<file path="config.mk">
export PLATFORM = sky130hd
export DESIGN_NAME = alu_driver
export DESIGN_NICKNAME = d
export VERILOG_FILES = /design/src/rtl/alu_pkg.sv /design/src/rtl/alu_dec.sv /design/src/rtl/alu_driver.sv
export SDC_FILE = /design/constraint.sdc
export NUM_CORES = 1
export LEC_CHECK = 0
export BUFFER_PORTS_ARGS = -buffer_cell sky130_fd_sc_hd__clkbuf_2
export CORE_ASPECT_RATIO = 1.75
export CORE_MARGIN = 3
export CORE_UTILIZATION = 57
export DETAILED_ROUTE_END_ITERATION = 8
export PLACE_DENSITY = 0.95
export SYNTH_ARGS = -nofsm -noshare
export SYNTH_HDL_FRONTEND = slang
export SYNTH_HIERARCHICAL = 1
export SYNTH_SLANG_ARGS = --single-unit
</file>
<file path="constraint.sdc">
create_clock -name clk -period 5.6 [get_ports clk]
set_input_delay 0.28 -clock clk [delete_from_list [all_inputs] [get_ports clk]]
set_output_delay 0.28 -clock clk [all_outputs]
set_load 0.005 [all_outputs]
</file>
<file path="src/rtl/alu_pkg.sv">
// Shared constants and types for the ALU driver: ALU f codes, MIPS funct
// codes, aluop classes, datapath widths and the driver state enum.
package alu_pkg;

   localparam int unsigned DATA_W  = 32;
   localparam int unsigned CNT_W   = 5;
   localparam int unsigned F_W     = 3;
   localparam int unsigned FUNCT_W = 6;
   localparam int unsigned AOP_W   = 2;

   // ALU control codes
   localparam logic [F_W-1:0] F_AND = 3'b000;
   localparam logic [F_W-1:0] F_OR  = 3'b001;
   localparam logic [F_W-1:0] F_ADD = 3'b010;
   localparam logic [F_W-1:0] F_SUB = 3'b110;
   localparam logic [F_W-1:0] F_SLT = 3'b111;

   // MIPS R-type funct codes
   localparam logic [FUNCT_W-1:0] FN_ADD   = 6'b100000;
   localparam logic [FUNCT_W-1:0] FN_SUB   = 6'b100010;
   localparam logic [FUNCT_W-1:0] FN_AND   = 6'b100100;
   localparam logic [FUNCT_W-1:0] FN_OR    = 6'b100101;
   localparam logic [FUNCT_W-1:0] FN_SLT   = 6'b101010;
   localparam logic [FUNCT_W-1:0] FN_MULTU = 6'b011001;

   // aluop classes
   localparam logic [AOP_W-1:0] AOP_ADD   = 2'b00;
   localparam logic [AOP_W-1:0] AOP_SUB   = 2'b01;
   localparam logic [AOP_W-1:0] AOP_FUNCT = 2'b10;
   localparam logic [AOP_W-1:0] AOP_NONE  = 2'b11;

   // Last iteration index of the 32-step shift-add multiply
   localparam logic [CNT_W-1:0] MUL_LAST = 5'd31;

   typedef enum logic [1:0] {
      ST_IDLE = 2'b00,
      ST_EXEC = 2'b01,
      ST_MUL  = 2'b10,
      ST_DONE = 2'b11
   } state_t;

endpackage

</file>
<file path="src/rtl/alu_dec.sv">
// Combinational operation decoder.
// Ports:
//   aluop    in   2  operation class
//   funct    in   6  MIPS funct (used only for aluop 10)
//   f_c      out  3  ALU control code
//   is_mul_c out  1  request is MULTU
//   err_c    out  1  request is unsupported
module alu_dec
   import alu_pkg::*;
(
   input  logic [1:0] aluop,
   input  logic [5:0] funct,
   output logic [2:0] f_c,
   output logic       is_mul_c,
   output logic       err_c
);

   // aluop/funct -> f code; MULTU drives the adder, anything unknown flags err
   always_comb begin
      f_c      = F_ADD;
      is_mul_c = 1'b0;
      err_c    = 1'b0;
      case (aluop)
         AOP_ADD: f_c = F_ADD;
         AOP_SUB: f_c = F_SUB;
         AOP_FUNCT: begin
            case (funct)
               FN_ADD:   f_c = F_ADD;
               FN_SUB:   f_c = F_SUB;
               FN_AND:   f_c = F_AND;
               FN_OR:    f_c = F_OR;
               FN_SLT:   f_c = F_SLT;
               FN_MULTU: is_mul_c = 1'b1;
               default:  err_c = 1'b1;
            endcase
         end
         default: err_c = 1'b1;
      endcase
   end

endmodule

</file>
<file path="src/rtl/alu_driver.sv">
// Request/response driver for an external combinational 32-bit ALU.
// Single-cycle ops take one ALU cycle; MULTU runs a 32-step unsigned
// shift-add multiply through the ALU adder; unsupported ops answer at once.
// Ports:
//   clk, reset                   clock, synchronous active-high reset
//   req_valid/req_ready          request handshake (ready only in IDLE)
//   req_aluop, req_funct         operation select
//   req_a, req_b                 operands
//   alu_a, alu_b, alu_f          ALU operand/control drive
//   alu_y, alu_cout              ALU result, same cycle
//   rsp_valid/rsp_ready          response handshake
//   rsp_y, rsp_hi, rsp_cout      result (LO / HI word for MULTU), carry
//   rsp_err                      unsupported operation
module alu_driver
   import alu_pkg::*;
(
   input  logic        clk,
   input  logic        reset,
   input  logic        req_valid,
   output logic        req_ready,
   input  logic [1:0]  req_aluop,
   input  logic [5:0]  req_funct,
   input  logic [31:0] req_a,
   input  logic [31:0] req_b,
   output logic [31:0] alu_a,
   output logic [31:0] alu_b,
   output logic [2:0]  alu_f,
   input  logic [31:0] alu_y,
   input  logic        alu_cout,
   output logic        rsp_valid,
   input  logic        rsp_ready,
   output logic [31:0] rsp_y,
   output logic [31:0] rsp_hi,
   output logic        rsp_cout,
   output logic        rsp_err
);

   state_t              r_state;
   state_t              w_next;
   logic [DATA_W-1:0]   r_opa;     // operand a / multiplicand
   logic [DATA_W-1:0]   r_opb;     // operand b / multiplier shifting into LO
   logic [DATA_W-1:0]   r_hi;
   logic [F_W-1:0]      r_f;
   logic [CNT_W-1:0]    r_cnt;
   logic                r_rsp_valid;
   logic [DATA_W-1:0]   r_rsp_y;
   logic [DATA_W-1:0]   r_rsp_hi;
   logic                r_rsp_cout;
   logic                r_rsp_err;

   logic [F_W-1:0]      w_dec_f;
   logic                w_dec_mul;
   logic                w_dec_err;
   logic                w_accept;
   logic [DATA_W-1:0]   w_mul_hi;
   logic [DATA_W-1:0]   w_mul_lo;

   alu_dec u_dec (
      .aluop    (req_aluop),
      .funct    (req_funct),
      .f_c      (w_dec_f),
      .is_mul_c (w_dec_mul),
      .err_c    (w_dec_err)
   );

   assign req_ready = (r_state == ST_IDLE);
   assign w_accept  = req_valid && req_ready;

   // One shift-add step: {cout, y, lo} >> 1. The 33rd hi bit (carry) is the
   // ALU carry-out consumed on the same edge, so it never needs its own flop.
   assign w_mul_hi = {alu_cout, alu_y[DATA_W-1:1]};
   assign w_mul_lo = {alu_y[0], r_opb[DATA_W-1:1]};

   assign rsp_valid = r_rsp_valid;
   assign rsp_y     = r_rsp_y;
   assign rsp_hi    = r_rsp_hi;
   assign rsp_cout  = r_rsp_cout;
   assign rsp_err   = r_rsp_err;

   // Next state and ALU drive
   always_comb begin
      w_next = r_state;
      alu_a  = '0;
      alu_b  = '0;
      alu_f  = F_ADD;
      case (r_state)
         ST_IDLE: begin
            if (w_accept) begin
               if (w_dec_err)      w_next = ST_DONE;
               else if (w_dec_mul) w_next = ST_MUL;
               else                w_next = ST_EXEC;
            end
         end
         ST_EXEC: begin
            alu_a  = r_opa;
            alu_b  = r_opb;
            alu_f  = r_f;
            w_next = ST_DONE;
         end
         ST_MUL: begin
            alu_a = r_hi;
            alu_b = r_opb[0] ? r_opa : '0;
            alu_f = F_ADD;
            if (r_cnt == MUL_LAST) w_next = ST_DONE;
         end
         ST_DONE: begin
            if (r_rsp_valid && rsp_ready) w_next = ST_IDLE;
         end
         default: w_next = ST_IDLE;
      endcase
   end

   // State register and datapath
   always_ff @(posedge clk) begin
      if (reset) begin
         r_state     <= ST_IDLE;
         r_opa       <= '0;
         r_opb       <= '0;
         r_hi        <= '0;
         r_f         <= F_ADD;
         r_cnt       <= '0;
         r_rsp_valid <= 1'b0;
         r_rsp_y     <= '0;
         r_rsp_hi    <= '0;
         r_rsp_cout  <= 1'b0;
         r_rsp_err   <= 1'b0;
      end else begin
         r_state <= w_next;
         case (r_state)
            ST_IDLE: begin
               if (w_accept) begin
                  r_opa     <= req_a;
                  r_opb     <= req_b;
                  r_f       <= w_dec_f;
                  r_hi      <= '0;
                  r_cnt     <= '0;
                  r_rsp_err <= w_dec_err;
                  if (w_dec_err) begin
                     r_rsp_valid <= 1'b1;
                     r_rsp_y     <= '0;
                     r_rsp_hi    <= '0;
                     r_rsp_cout  <= 1'b0;
                  end
               end
            end
            ST_EXEC: begin
               r_rsp_valid <= 1'b1;
               r_rsp_y     <= alu_y;
               r_rsp_hi    <= '0;
               r_rsp_cout  <= alu_cout;
            end
            ST_MUL: begin
               r_hi  <= w_mul_hi;
               r_opb <= w_mul_lo;
               r_cnt <= CNT_W'(r_cnt + 1'b1);
               if (r_cnt == MUL_LAST) begin
                  r_rsp_valid <= 1'b1;
                  r_rsp_y     <= w_mul_lo;
                  r_rsp_hi    <= w_mul_hi;
                  r_rsp_cout  <= 1'b0;
               end
            end
            ST_DONE: begin
               if (rsp_ready) r_rsp_valid <= 1'b0;
            end
            default: ;
         endcase
      end
   end

endmodule

</file>
### Yosys cells after proc, flatten, opt, wreduce, memory -nomap -nowiden

Cells that the tools add are included.

* ROM bits: 0
* logic and storage cells: 79
* flip-flop bits (word level): 173
* memory bits (writable): 0
* output and inout port bits: 135
* memories: 0
* bits of input ports: 109
* latch bits: 0

* add/sub/neg operators: 1
* bitwise logic cells: 0
* shifts and indexed selects: 0
* mux-type cells: 37
* eq/ne operators: 17
* $mul: 0
* reductions and logical operators: 13
* magnitude comparators: 0
* div/mod/pow operators: 0

Operators by type and width (number)
* case mux 32 bit (2 select lines): 4
* 2-to-1 mux 32 bit: 7
* case mux 32 bit (3 select lines): 2
* == test 6 bit, second input constant: 5
* case mux 3 bit (4 select lines): 1
* 2-to-1 mux 1 bit: 10
* 2-to-1 mux 2 bit: 5
* case mux 5 bit (2 select lines): 1
* case mux 2 bit (4 select lines): 1
* AND reduction 4 bit: 2
* == test 2 bit, second input constant: 3
* == test 6 x 5 -> 1 bit, second input constant: 1
* inequality test 2 bit, second input constant: 3
* case mux 3 bit (2 select lines): 1
* OR reduction 6 bit: 1
* adder 5 x 1 -> 5 bit, second input constant: 1
* == test 5 bit, second input constant: 1
* 2-to-1 mux 5 bit: 1
* == test 2 x 1 -> 1 bit, second input constant: 2
* logical NOT 2 bit: 2
* inequality test 2 x 1 -> 1 bit, second input constant: 2
* case mux 1 bit (4 select lines): 1
* AND reduction 2 bit: 2
* 2-to-1 mux 3 bit: 1
* 7 further kinds: 8

### Logic depth before layout (Yosys ltp)

Gate-level depths: netlist (run 1).

* depth after elaboration: 7
* mapped depth: 11
* depth with buffers taken out: 8

### Modules after synthesis

The synthesis (run 1) kept the hierarchy.

Modules (own cells, without submodules)
* alu_driver: area each 8431.8 um2, times used 1, cells an instance 953, sequential area each 3463.3 um2
* alu_dec: area each 206.4 um2, times used 1, cells an instance 22, sequential area each 0.0 um2

### Least setup slack after synthesis (run 1)

Ideal clock, no wire load.

* path kind: in2reg
* start: input req_aluop[0]
* end: register r_rsp_hi[12] (netlist: rsp_hi[12])
* buffers on the path: 3
* setup time: 0.120 ns
* cell stages on the path: 11
* data required time: 5.480 ns
* slack: 3.604 ns
* arrival: 1.876 ns
* cells stage by stage: inv_1 ha_1 o21ai_0 a21o_1 o32ai_2 a21boi_1 or3_1 clkbuf_1 buf_6 buf_6 mux2i_1

* cells in the longest elaborated chain, start to end: 5
* elaborated cells between the ends (all ways): 7
* those cells by class: 3 x eq/ne; 1 x mux; 3 x reduce/logical

Ends and longest elaborated chain
* start, declared: RTL line alu_driver.sv:21 `input logic [1:0] req_aluop,`
* == test 2 x 1 -> 1 bit / logical NOT 2 bit (equally long branches): RTL line alu_dec.sv:23 `case (aluop)`
* OR reduction 2 bit (no line)
* case mux 1 bit (2 select lines) (*): RTL line alu_dec.sv:23
* via w_dec_err: RTL line alu_driver.sv:53 `logic w_dec_err;`
* inequality test 2 x 1 -> 1 bit (no line) (*)
* AND reduction 4 bit (no line) (*)
* end signal, assigned: RTL line alu_driver.sv:159 `r_rsp_hi <= w_mul_hi;`
* end, declared: RTL line alu_driver.sv:47 `logic [DATA_W-1:0] r_rsp_hi;`

The timed path passes the listed nets; every way through them passes the cells marked *.
A chain may end at the register's enable or synchronous reset.

### Final worst setup path (run 1)

* start: register r_state[0]
* end: register r_opb[31]

* cells in the longest elaborated chain, start to end: 4
* elaborated cells between the ends (all ways): 7
* those cells by class: 2 x eq/ne; 1 x mux; 4 x reduce/logical

Ends and longest elaborated chain
* start, declared: RTL line alu_driver.sv:38 `state_t r_state;`
* start signal, assigned: RTL line alu_driver.sv:128 `r_state <= w_next;`
* logical NOT 2 bit: RTL line alu_driver.sv:66, alu_driver.sv:129
* logical AND 1 bit: RTL line alu_driver.sv:67 `assign w_accept = req_valid && req_ready;`
* inequality test 2 x 1 -> 1 bit (no line)
* AND reduction 2 bit (no line)
* end signal, assigned: RTL line alu_driver.sv:133 `r_opb <= req_b;`
* end signal, assigned: RTL line alu_driver.sv:154 `r_opb <= w_mul_lo;`
* end, declared: RTL line alu_driver.sv:41 `logic [DATA_W-1:0] r_opb;`

Several ways; a longest one is shown, not always the timed one.

==> flow_metrics.tcl, run 1 <==
set metrics [dict create \
    synth_area_leader_cell "dfxtp_1" \
    period_minus_slack_ns 3.16 \
    startpoint_type "flip-flop" \
    antenna_found_initial 1 \
    setup_ws_ns 2.44 \
    grt_usage_pct 29.3 \
    place.gp.congestion 0.948 \
    cts_setup_buffers 0 \
    crit_path_top_delay_cell "mux2_2" \
    final_common_cell "clkbuf_2" \
    reg2regPathDepth 6 \
    placed_area_sq_mm 0.00977 \
    area_delta_synth_final_pct 20.4 \
    intPower_mw 2.93 \
    syn_area_per_cell_sq_um 8.86 \
    cts_root_buf "clkbuf_16" \
    ys_types 43 \
    yosys-top-cells-area "dfxtp_1, mux2i_1, a22oi_1" \
    vdd_drop_max_uv 424 \
    final_cell_mix "clkbuf_2, dfxtp_1, nand2_1, mux2i_1, nor2_1" \
    grt_pass1_vias 7627 \
    gr-total-overflow 0 \
    start_util_pct 59.2 \
    postCtsHoldBufs 0 \
    fp.dieW_um 99.1 \
    min_to "r_opa[26]$_SDFFE_PP0P_" \
    post-route-drc-count 0 \
    final_area_sq_mm 0.0104 \
    drt_iter0_drc 702 \
    max_stage_delay_ns 1.08 \
    nets 1270 \
    vias 8003 \
    drtPass1Iterations 5 \
    ys_ff_latch 173 \
    grt_pass1_wl_um 39500 \
    regToRegStartpoint "r_state[0]$_SDFFE_PP0P_" \
    p_sw_share_pct 37.5 \
    r2r-end "r_opb[31]$_SDFFE_PP0P_" \
    rows 58 \
    dieHeight_um 169 \
    setup_violations 0 \
    p_switching_mw 1.76 \
    tightest_slew_ns 1.24 \
    criticalPathCategory "flip-flop to flip-flop" \
    core-area_sq_mm 0.0146 \
    power_density_mw_per_mm2 451 \
    final_antenna_net_count 0 \
    nFillCells 1124 \
    p_clk_share_pct 26.5 \
    cts.sinks 173 \
    power.share.sequential_pct 36.4 \
    grt_max_degree 120 \
    rsz0062_at_grt "no" \
    slew_headroom_pct 16.8 \
    yosysWarnings 6 \
    routed_wl_um 25400 \
    path_clk_slew_ns 0.07 \
    preCtsSetupSlack_ns 2.56 \
    critPathBufInv 2 \
    yosys.area.top_type_share_pct 40.1 \
    synth_seq_area_share_pct 40.1 \
    regToRegSetupSlack_ns 2.44 \
    maxSlewViolCount 0 \
    dp_cells 1311 \
    crit_chain "inv_1 -> ha_4 -> buf_4 -> mux2_2 -> nor2_1 -> a211oi_1" \
    clock_path_buffers 2 \
    worstPathArrival_ns 3.46 \
    hp-start "req_a[26]" \
    worstPathRequired_ns 5.90 \
    portBuffers 243 \
    io_pins 244 \
    wl_per_cell_um 18.9 \
    fmax_mhz 317 \
    combPwrFrac_pct 37.1 \
    end_kind "flip-flop" \
    cts_buffers 17 \
    stdcell_count 1343 \
    syn_nets 1095 \
    final-hold-violation-count 0 \
    clk_latency_ns 0.42 \
    p_leak_nw 4.28 \
    cp_max_fo 79 \
    cpLargestDelayFamily "multiplexers" \
    status "complete, no violations" \
    drive_gt1_share_pct 25.6 \
    final.setup.tns_ns 0 \
    h-tree-depth 4 \
    post-route-period-util_pct 56.4 \
    cts_tree "done" \
    ctsResizeCount 0 \
    dieArea_sq_mm 0.0167 \
    synth.cell_area_sq_mm 0.00864 \
    drv_cap 0 \
    vias_per_cell 5.96 \
    hold_class "primary input to flip-flop" \
    hold_depth 3 \
    synthCells 975 \
    clock-skew-final_ns 0.0102 \
    hpwlAfterDp_um 17500 \
]
## through the flow
| step | util [%] | hold WS (ns) | power [mW] |
|---|---|---|---|
| 3_5_place_dp | 67.0 | 0.444 | 3.43 |
| 4_1_cts | 71.3 | 0.0615 | 4.68 |
| 3_3_place_gp | 67.0 | 0.438 | 3.39 |
| 2_1_floorplan | - | 0.416 | 2.99 |
| 6_report | 71.3 | 0.0732 | 4.69 |
| 5_1_grt | 71.3 | 0.0635 | 4.91 |
## area by class of cell
class                           count  area, sq um  area share (%)
Clock inverter                     11          156            1.50
Tap cell                          180          225            2.17
Multi-Input combinational cell    695         4750            45.7
Sequential cell                   173         3460            33.3
Timing Repair Buffer              254         1300            12.5
Clock buffer                       20          467            4.49
Antenna cell                        1         2.50          0.0241
Inverter                            9         33.8           0.325
## power by group through the flow
stage | clock network [mW] | registers (mW) | logic, mW
5_1_grt | 1.31 | 1.73 | 1.88
3_3_place_gp | 0 | 1.71 | 1.68
3_5_place_dp | 0 | 1.72 | 1.71
6_report | 1.24 | 1.71 | 1.74
2_1_floorplan | 0 | 1.64 | 1.36
4_1_cts | 1.25 | 1.70 | 1.73
## worst max-delay path by stage
| stage | depth (start not counted) | startpoint | endpoint |
|---|---|---|---|
| 2_1_floorplan | 11 | req_aluop[0] | rsp_hi[12]$_SDFFE_PP0P_ |
| 5_1_grt | 6 | r_state[0]$_SDFFE_PP0P_ | r_opb[31]$_SDFFE_PP0P_ |
| 4_1_cts | 6 | r_state[0]$_SDFFE_PP0P_ | r_opb[31]$_SDFFE_PP0P_ |
| 3_3_place_gp | 6 | r_state[0]$_SDFFE_PP0P_ | r_opb[19]$_SDFFE_PP0P_ |
| 3_5_place_dp | 6 | r_state[0]$_SDFFE_PP0P_ | r_opb[31]$_SDFFE_PP0P_ |
| 6_report | 6 | r_state[0]$_SDFFE_PP0P_ | r_opb[31]$_SDFFE_PP0P_ |
## per-layer routing
layer  global-route usage [%]  up-vias  wire, um
li1                         -     3797         -
met1                     36.1     3714     10000
met2                     48.1      413     12500
met3                     5.69       79      1770
met4                     14.9        0      1080
met5                        0        -         0
## tightest hold or removal path, delay by kind of cell
| family | cells | cell delay (ns) |
|---|---|---|
| buf+inv | 1 | 0.08 |
| compound gates | 1 | 0.05 |
| simple gates | 1 | 0.04 |
## cells by family (layout without fill, tap and decap cells)
logic type | after synthesis | after routing | synth area share, %
muxes | 101 | 101 | 11.8
buffers and inverters | 107 | 294 | 5.39
and+or+nand+nor | 369 | 369 | 22.6
other | 0 | 1 | 0
DFF | 173 | 173 | 40.1
adders and majority gates | 11 | 11 | 1.59
AOI/OAI and AO/OA | 214 | 214 | 18.5
## state kept, by name (all words and copies together) (netlist names), 2 cells and up
register  count
r_opa        32
rsp_y        32
rsp_hi       32
r_state       2
r_opb        32
r_f           3
r_hi         32
r_cnt         5
## Yosys cell counts, drive strengths merged
library cell and instances:
a211oi 32, a21boi 1, a21o 1, a21oi 39, a221oi 1, a22o 32, a22oi 64, a31oi 3
a32oi 34, and2 4, and3 1, and4b 1, and4bb 3, buf 32, clkbuf 66, dfxtp 173
ha 11, inv 9, mux2 3, mux2i 98, nand2 110, nand2b 67, nand3 2, nand3b 37
nand4bb 1, nor2 71, nor2b 68, nor4b 1, o2111a 1, o21a 1, o21ai 1, o21bai 1
o31ai 2, o32ai 1, or3 2, or4b 1
Power figures use the tool's default switching activity.
==> inputs of run 2 (changes only) <==
--- a/config.mk
+++ b/config.mk
@@ -8,9 +8,9 @@
 export BUFFER_PORTS_ARGS = -buffer_cell sky130_fd_sc_hd__clkbuf_2
 export CORE_ASPECT_RATIO = 1.75
 export CORE_MARGIN = 3
-export CORE_UTILIZATION = 57
+export CORE_UTILIZATION = 48
 export DETAILED_ROUTE_END_ITERATION = 8
-export PLACE_DENSITY = 0.95
+export PLACE_DENSITY = 0.89
 export SYNTH_ARGS = -nofsm -noshare
 export SYNTH_HDL_FRONTEND = slang
 export SYNTH_HIERARCHICAL = 1
==> constraint.sdc (replaced) <==
create_clock -name clk -period 2.75 [get_ports clk]
set_input_delay 0.1375 -clock clk [delete_from_list [all_inputs] [get_ports clk]]
set_output_delay 0.1375 -clock clk [all_outputs]
set_load 0.005 [all_outputs]
==> flow_metrics.tcl, run 2 (synthesis gave the netlist of run 1 again) <==
set metrics [dict create \
    end_kind "output pin" \
    wl_per_cell_um 18.2 \
    period_minus_slack_ns 2.56 \
    nets 1312 \
    power_density_mw_per_mm2 883 \
    cp_max_fo 78 \
    cts.sinks 173 \
    min_to "rsp_hi[3]$_SDFFE_PP0P_" \
    hold_depth 3 \
    fmax_mhz 390 \
    final.setup.tns_ns 0 \
    final_cell_mix "clkbuf_2, dfxtp_1, nand2_1, mux2i_1, nor2_1" \
    hp-start "alu_y[4]" \
    place.gp.congestion 0.943 \
    crit_path_top_delay_cell "buf_6" \
    grt_pass1_vias 7727 \
    regToRegSetupSlack_ns 0.30 \
    criticalPathCategory "flip-flop to output pin" \
    drtPass1Iterations 5 \
    fin_util_pct 62.2 \
    crit_chain "inv_1 -> ha_4 -> buf_6 -> a22oi_1 -> nor2b_1 -> clkbuf_2" \
    post-route-drc-count 0 \
    clk_latency_ns 0.42 \
    clock-skew-final_ns 0.0116 \
    gr-total-overflow 0 \
    max_stage_delay_ns 0.54 \
    p_clk_share_pct 25.7 \
    h-tree-depth 4 \
    drv_cap 0 \
    tightest_slew_ns 1.14 \
    dieHeight_um 183 \
    maxSlewViolCount 0 \
    p_sw_share_pct 38.1 \
    cts_tree "done" \
    start_util_pct 49.3 \
    post-route-period-util_pct 93.3 \
    final-hold-violation-count 0 \
    grt_usage_pct 25.4 \
    cts_buffers 17 \
    io_pins 244 \
    p_switching_mw 3.67 \
    area_delta_synth_final_pct 26.3 \
    reg2regPathDepth 5 \
    regToRegStartpoint "r_state[0]$_SDFFE_PP0P_" \
    final_antenna_net_count 0 \
    power.share.sequential_pct 36.2 \
    routed_wl_um 26100 \
    portBuffers 243 \
    antenna_found_initial 2 \
    intPower_mw 5.96 \
    whs_ns 0.0149 \
    worstPathArrival_ns 2.43 \
    slew_headroom_pct 23.8 \
    final_common_cell "clkbuf_2" \
    vias 8132 \
    vias_per_cell 5.66 \
    drive_gt1_share_pct 25.3 \
    path_clk_slew_ns 0.07 \
    setup_violations 0 \
    hpwlAfterDp_um 18000 \
    fp.dieW_um 107 \
    vdd_drop_max_uv 507 \
    rsz0062_at_grt "no" \
    status "complete, no violations" \
    grt_pass1_wl_um 40100 \
    drt_iter0_drc 689 \
    cts_root_buf "clkbuf_16" \
    worstPathRequired_ns 2.61 \
    startpoint_type "flip-flop" \
    clock_path_buffers 2 \
    combPwrFrac_pct 38.1 \
    r2r-end "r_opb[21]$_SDFFE_PP0P_" \
    grt_max_degree 103 \
    core-area_sq_mm 0.0175 \
    dieArea_sq_mm 0.0197 \
    hold_class "primary input to flip-flop" \
    p_leak_nw 4.47 \
    final_area_sq_mm 0.0109 \
    placed_area_sq_mm 0.00994 \
    rows 64 \
]
run 2: cell count changes in the layout (fill, tap and decap cells not counted), sizes merged, moves of 2 or more:
cell / change
buf: +7
clkbuf: -2
dlygate4sd3: +35
inv: +3
run 2: repair_timing:
| item | CTS | global route |
|---|---|---|
| hold buffers | 35 | 0 |
| hold endpoints to repair | 35 | 0 |
| setup endpoints to repair | 0 | 23 |
| buffers inserted | 0 | 0 |
| resized for setup | 0 | 2 |
run 2: layout make-up:
cell class,instances,area (sq um)
Antenna cell,2,5.00
Clock buffer,18,429
Clock inverter,14,176
Fill cell,1441,6620
Inverter,9,33.8
Multi-Input combinational cell,695,4750
Sequential cell,173,3460
Tap cell,231,289
Timing Repair Buffer,296,1770
run 2: worst max path at each step:
stage / depth (start not counted) / to / from / slack, ns
final: 6 / alu_a[11] / r_state[0]$_SDFFE_PP0P_ / 0.19
after global routing: 6 / alu_a[9] / r_state[0]$_SDFFE_PP0P_ / 0.03
after CTS: 6 / alu_a[9] / r_state[0]$_SDFFE_PP0P_ / 0.007
after detailed placement: 5 / r_opb[24]$_SDFFE_PP0P_ / r_state[0]$_SDFFE_PP0P_ / 0.35
after global placement: 5 / r_opb[14]$_SDFFE_PP0P_ / r_state[0]$_SDFFE_PP0P_ / 0.47
after floorplan: 9 / rsp_hi[12]$_SDFFE_PP0P_ / r_state[0]$_SDFFE_PP0P_ / 0.86
run 2: per-stage QoR:
| step | power, mW | setup WS (ns) | cells |
|---|---|---|---|
| global route | 10.1 | 0.0316 | 1438 |
| global placement | 7.00 | 0.465 | 1369 |
| finish | 9.63 | 0.185 | 1438 |
| CTS | 9.62 | 0.00659 | 1436 |
| floorplan | 6.10 | 0.865 | 975 |
| detailed placement | 7.09 | 0.348 | 1369 |
run 2: power by group through the flow:
| stage | logic [mW] | clock network, mW | registers [mW] |
|---|---|---|---|
| 2_1_floorplan | 2.76 | 0 | 3.34 |
| 3_3_place_gp | 3.51 | 0 | 3.49 |
| 3_5_place_dp | 3.58 | 0 | 3.51 |
| 4_1_cts | 3.65 | 2.50 | 3.46 |
| 5_1_grt | 3.99 | 2.62 | 3.53 |
| 6_report | 3.67 | 2.48 | 3.49 |
run 2: critical path, delay by kind of cell (launching register included):
family	cells	cell delay, ns
adder cells (fa/ha/maj)	1	0.32
AND/OR/NAND/NOR	1	0.26
flip-flops	1	0.36
AO/OA/AOI/OAI	1	0.18
buffers and inverters	3	0.87
run 2: metal layers:
layer | part of all wire, % | global-route usage, %
met1 | 40 | 31.8
met2 | 48 | 41.7
met3 | 6.3 | 4.36
met4 | 5.4 | 13.5
met5 | 0 | 0
